==> src/rtl/cla_16.sv <==
// cla_16: registered 16-bit two-level carry-lookahead adder.
// Four 4-bit lookahead groups feed a second-level unit that produces
// the group carry-ins and the carry out. All carries are flat
// sum-of-products, so no carry ripples through the groups. S, Cout, PG
// and GG are registered, which gives one cycle of latency and accepts a
// new operation every cycle.
module cla_16 (
    input  logic        clk,
    input  logic        rst_n,
    input  logic [15:0] A,
    input  logic [15:0] B,
    input  logic        Cin,
    output logic [15:0] S,
    output logic        Cout,
    output logic        PG,
    output logic        GG
);

    logic [15:0] p;          // bit propagate
    logic [15:0] g;          // bit generate
    logic [3:0]  grp_p;      // group propagate, one per 4-bit group
    logic [3:0]  grp_g;      // group generate, one per 4-bit group
    logic [4:0]  grp_c;      // carry into each group; grp_c[4] is c16
    logic [15:0] c;          // carry into each bit position

    logic [15:0] s_d,    s_q;
    logic        cout_d, cout_q;
    logic        pg_d,   pg_q;
    logic        gg_d,   gg_q;

    // Bit-level propagate and generate terms.
    always_comb begin
        p = A ^ B;
        g = A & B;
    end

    // First level: group propagate and generate for each 4-bit slice.
    always_comb begin
        grp_p = '0;
        grp_g = '0;
        for (int k = 0; k < 4; k++) begin
            grp_p[k] = p[4*k+3] & p[4*k+2] & p[4*k+1] & p[4*k];
            grp_g[k] = g[4*k+3]
                     | (p[4*k+3] & g[4*k+2])
                     | (p[4*k+3] & p[4*k+2] & g[4*k+1])
                     | (p[4*k+3] & p[4*k+2] & p[4*k+1] & g[4*k]);
        end
    end

    // Second level: every group carry-in comes straight from Cin and the group P/G.
    always_comb begin
        grp_c    = '0;
        grp_c[0] = Cin;
        grp_c[1] = grp_g[0]
                 | (grp_p[0] & Cin);
        grp_c[2] = grp_g[1]
                 | (grp_p[1] & grp_g[0])
                 | (grp_p[1] & grp_p[0] & Cin);
        grp_c[3] = grp_g[2]
                 | (grp_p[2] & grp_g[1])
                 | (grp_p[2] & grp_p[1] & grp_g[0])
                 | (grp_p[2] & grp_p[1] & grp_p[0] & Cin);
        grp_c[4] = grp_g[3]
                 | (grp_p[3] & grp_g[2])
                 | (grp_p[3] & grp_p[2] & grp_g[1])
                 | (grp_p[3] & grp_p[2] & grp_p[1] & grp_g[0])
                 | (grp_p[3] & grp_p[2] & grp_p[1] & grp_p[0] & Cin);
    end

    // Inside each group: bit carries expanded from the group carry-in (no ripple).
    always_comb begin
        c = '0;
        for (int k = 0; k < 4; k++) begin
            c[4*k]   = grp_c[k];
            c[4*k+1] = g[4*k]
                     | (p[4*k] & grp_c[k]);
            c[4*k+2] = g[4*k+1]
                     | (p[4*k+1] & g[4*k])
                     | (p[4*k+1] & p[4*k] & grp_c[k]);
            c[4*k+3] = g[4*k+2]
                     | (p[4*k+2] & g[4*k+1])
                     | (p[4*k+2] & p[4*k+1] & g[4*k])
                     | (p[4*k+2] & p[4*k+1] & p[4*k] & grp_c[k]);
        end
    end

    // Pre-register results: sum bits, carry out and Cin-independent group P/G.
    always_comb begin
        s_d    = p ^ c;
        cout_d = grp_c[4];
        pg_d   = grp_p[3] & grp_p[2] & grp_p[1] & grp_p[0];
        gg_d   = grp_g[3]
               | (grp_p[3] & grp_g[2])
               | (grp_p[3] & grp_p[2] & grp_g[1])
               | (grp_p[3] & grp_p[2] & grp_p[1] & grp_g[0]);
    end

    // Output registers; reset clears them at once, dropping any in-flight result.
    always_ff @(posedge clk or negedge rst_n) begin
        if (!rst_n) begin
            s_q    <= '0;
            cout_q <= 1'b0;
            pg_q   <= 1'b0;
            gg_q   <= 1'b0;
        end else begin
            s_q    <= s_d;
            cout_q <= cout_d;
            pg_q   <= pg_d;
            gg_q   <= gg_d;
        end
    end

    assign S    = s_q;
    assign Cout = cout_q;
    assign PG   = pg_q;
    assign GG   = gg_q;

endmodule

==> config.mk <==
export PLATFORM = sky130hd
export DESIGN_NAME = cla_16
export DESIGN_NICKNAME = d
export VERILOG_FILES = /design/src/rtl/cla_16.sv
export SDC_FILE = /design/constraint.sdc
export NUM_CORES = 1
export LEC_CHECK = 0
export ABC_AREA = 1
export BUFFER_PORTS_ARGS = -buffer_cell sky130_fd_sc_hd__clkbuf_2
export CAP_MARGIN = 20
export CORE_MARGIN = 2
export CORE_UTILIZATION = 40
export CTS_BUF_LIST = sky130_fd_sc_hd__clkbuf_16
export CTS_CLUSTER_DIAMETER = 40
export DETAILED_ROUTE_END_ITERATION = 10
export PLACE_DENSITY = 0.68
export SLEW_MARGIN = 20
export SYNTH_ARGS = -nofsm -noshare
export SYNTH_HDL_FRONTEND = slang
export SYNTH_SLANG_ARGS = --single-unit
==> constraint.sdc <==
create_clock -name clk -period 0.8 [get_ports clk]
set_input_delay 0 -clock clk [delete_from_list [all_inputs] [get_ports clk]]
set_output_delay 0 -clock clk [all_outputs]
set_load 0.02 [all_outputs]
==> run_results.csv <==
group,metric,value,unit
yosys,synth.distinct_cells,24,
worst_setup_path,critPathSlowestCell,"fa_2",
sta,setup_violations,15,
finish,final_cell_area,2610,sq um
grt,grt_pass1_vias,1610,
finish,post-route-util,79.4,%
yosys,synth-edff-count,0,
worst_setup_path,slowest_delay,350,ps
yosys,synth_area,1360,sq um
routing,totalWireLength,4380,microns
yosys,netlist.top_cell.by_area,"dfrtp_1",
placed_design,dpl-instance-area,2140,sq um
yosys,async_flop_share,100,%
yosys,syn-instance-count,153,
placed_design,dpl.cell_count,287,
cts,clock-sinks,19,
worst_setup_path,path_cells,"buf_6 -> ha_4 -> nand2_4 -> nand2_4 -> nand2_4 -> nand2_4 -> or2_4 -> and2_4 -> fa_2 -> xor2_1",
flow_run,cap_violations,0,
run_status,status,"finished with violations",
yosys,ys.flop_type,"dfrtp_1",
floorplanning,dieArea,3870,sq um
finish,drive_gt1_share,69.3,%
cts,clock_path_buffers,2,
floorplanning,dieWidth,62.2,microns
sta,hold_viol,0,
sta,tightest_slew,517,ps
grt,track_usage,22.4,%
yosys,synth_area_leaders,"dfrtp_1 (35%), ha_1 (15%), nand2_1 (11%)",
floorplanning,num_rows,21,
power_and_ir_drop,leakage,1.35,nW
sta,period_minus_slack,1390,ps
floorplanning,coreArea,3280,sq um
placed_design,preCtsSetupSlack,-865,ps
sta,relSlewSlack,65.6,%
worst_setup_path,endpoint_kind,"flop",
cts,tritoncts,"built",
floorplanning,initial_core_util,41.3,%
hold_path,hold_path_class,"primary input to flop",
sta,fin_hold_ws,128,ps
sta,slew_violations,0,
floorplanning,io-pin-count,54,
placed_design,io_buffers,53,
sta,max_freq,720,MHz
routing,drt_iter0_markers,41,
worst_setup_path,path_delay_family,"simple AND/OR/NAND/NOR gates",
grt,grt_pass1_wl,6800,microns
worst_setup_path,crit_required,930,ps
routing,drc,0,
yosys,ys_ff_latch,19,
yosys,synth_seq_area_share,35.1,%
cts,htree_num_levels,1,
routing,firstDrtPassIters,4,
placed_design,dpl.hpwl,2820,microns
grt,grt_overflow,0,
finish,final_cells,307,
routing,ant_nets,0,
worst_setup_path,worstSetupStartpointType,"primary input",
finish,diodes,0,
routing,vias_per_cell,4.79,
worst_setup_path,worstPathArrival,1520,ps
finish,synthToLayoutAreaGrowth,92.3,%
cts,numCtsBuffers,3,
placed_design,place_congestion,0.798,
floorplanning,die_h,62.2,microns
sta,fin_crit_sh,174,%
routing,wl_per_cell,14.3,microns
power_and_ir_drop,irDropWorstVdd,0.844,mV
worst_setup_path,worst-path-buf-inv,1,
yosys,postSynthAreaPerCell,8.86,sq um
sta,setup_slack,-589,ps
cts,cts_root_buf,"clkbuf_16",
worst_setup_path,critPathMaxFanout,3,
grt,grt_max_degree,20,
routing,vias,1472,
yosys,synth_warnings,0,
cts,clk_pin_slew,50,ps
yosys,yosysTopAreaCellShare,35.1,%
run_status,violations,"negative setup slack",
sta,rsz0062_at_grt,"yes",
grt,antenna_found_initial,0,
finish,layout.nets,317,
worst_setup_path,cpMostUsedCell,"nand2_4",
worst_setup_path,criticalPathCategory,"primary input to flop",
yosys,syn_nets,208,
power_and_ir_drop,power_per_cell_area,1600,nW/um^2
## where the power goes
group          internal, mW  leakage, nW  switching, mW
logic                 0.938         1.08           1.03
registers              1.13        0.226         0.0482
clock network         0.665       0.0423          0.357
## cell usage after synthesis (3+ instances only)
cell type  number
nand2_4         3
fa_1            4
inv_2           6
dfrtp_1        19
ha_1           16
xor2_1          5
nor2_2          3
nand2_1        38
nor2_1          3
nand3_2         3
nand2_2         7
a21oi_1         6
inv_1          17
nand3_1        10
## worst paths after layout
check,from,endpoint,slack (ps),cells after the start
min in group asynchronous,rst_n,S[5]$_DFF_PN0_,260,2
worst min-delay path,Cin,Cout$_DFF_PN0_,130,4
max in group asynchronous,rst_n,S[12]$_DFF_PN0_,190,2
worst max-delay path,A[9],S[13]$_DFF_PN0_,-590,10
## through the flow
step	power, mW	TNS (ps)
2_1_floorplan	2.10	-4570
3_3_place_gp	2.70	-8670
3_5_place_dp	2.76	-9310
4_1_cts	4.01	-5590
5_1_grt	4.40	-6160
6_report	4.17	-5470
## state kept, by name (all words and copies together) (netlist names)
name,flops
S,16
PG,1
GG,1
Cout,1
## routing by layer
layer	wire (microns)	part of all wire [%]	track usage, %	up-vias
met5	0	0	0	-
met4	130	3.0	9.44	0
met3	170	3.9	3.62	12
met2	2550	58	45.7	44
met1	1520	35	21.9	712
li1	-	-	-	704
## worst min-delay path, stage by stage
cell and delay [ps]:
clkbuf_2 100, buf_4 110, nand2_1 40, nand4_1 80
## cell type report
class,instances,area (sq um)
clock buffer,3,75.1
clock inverter,1,3.75
fill,205,677
inverter,23,93.8
multi-input combinational,111,1150
sequential,19,475
tap,46,57.6
timing repair buffer,104,748
## cells in the final DEF, fill, tap and decap left out, types with 5 or more instances in the layout
cell type   n
xor2_1      5
nand3_1     9
nor2_4      5
inv_2       5
nand2_2    17
buf_4      33
nand2_1    17
clkbuf_2   47
buf_6      21
dfrtp_1    19
inv_1      16
ha_4       13
nand2_4    14
## repair_timing
action,in CTS,in global routing
hold endpoints to repair,19,0
hold buffers,1,0
setup buffers,17,7
gates resized for setup,29,48
endpoints found under the setup margin,15,18
pin swaps,21,35
## kinds of logic (layout without fill, tap and decap cells)
kind of cell	count (synthesis)	in the layout	share of synthesized area, %
adder cells (fa/ha/maj)	20	20	20.7
XOR/XNOR	7	7	4.52
flip-flops	19	19	35.1
AND/OR/NAND/NOR	75	75	29.6
AO/OA/AOI/OAI	9	9	3.78
buffers and inverters	23	131	6.37
No activity file was read; power rests on OpenSTA's default activity.
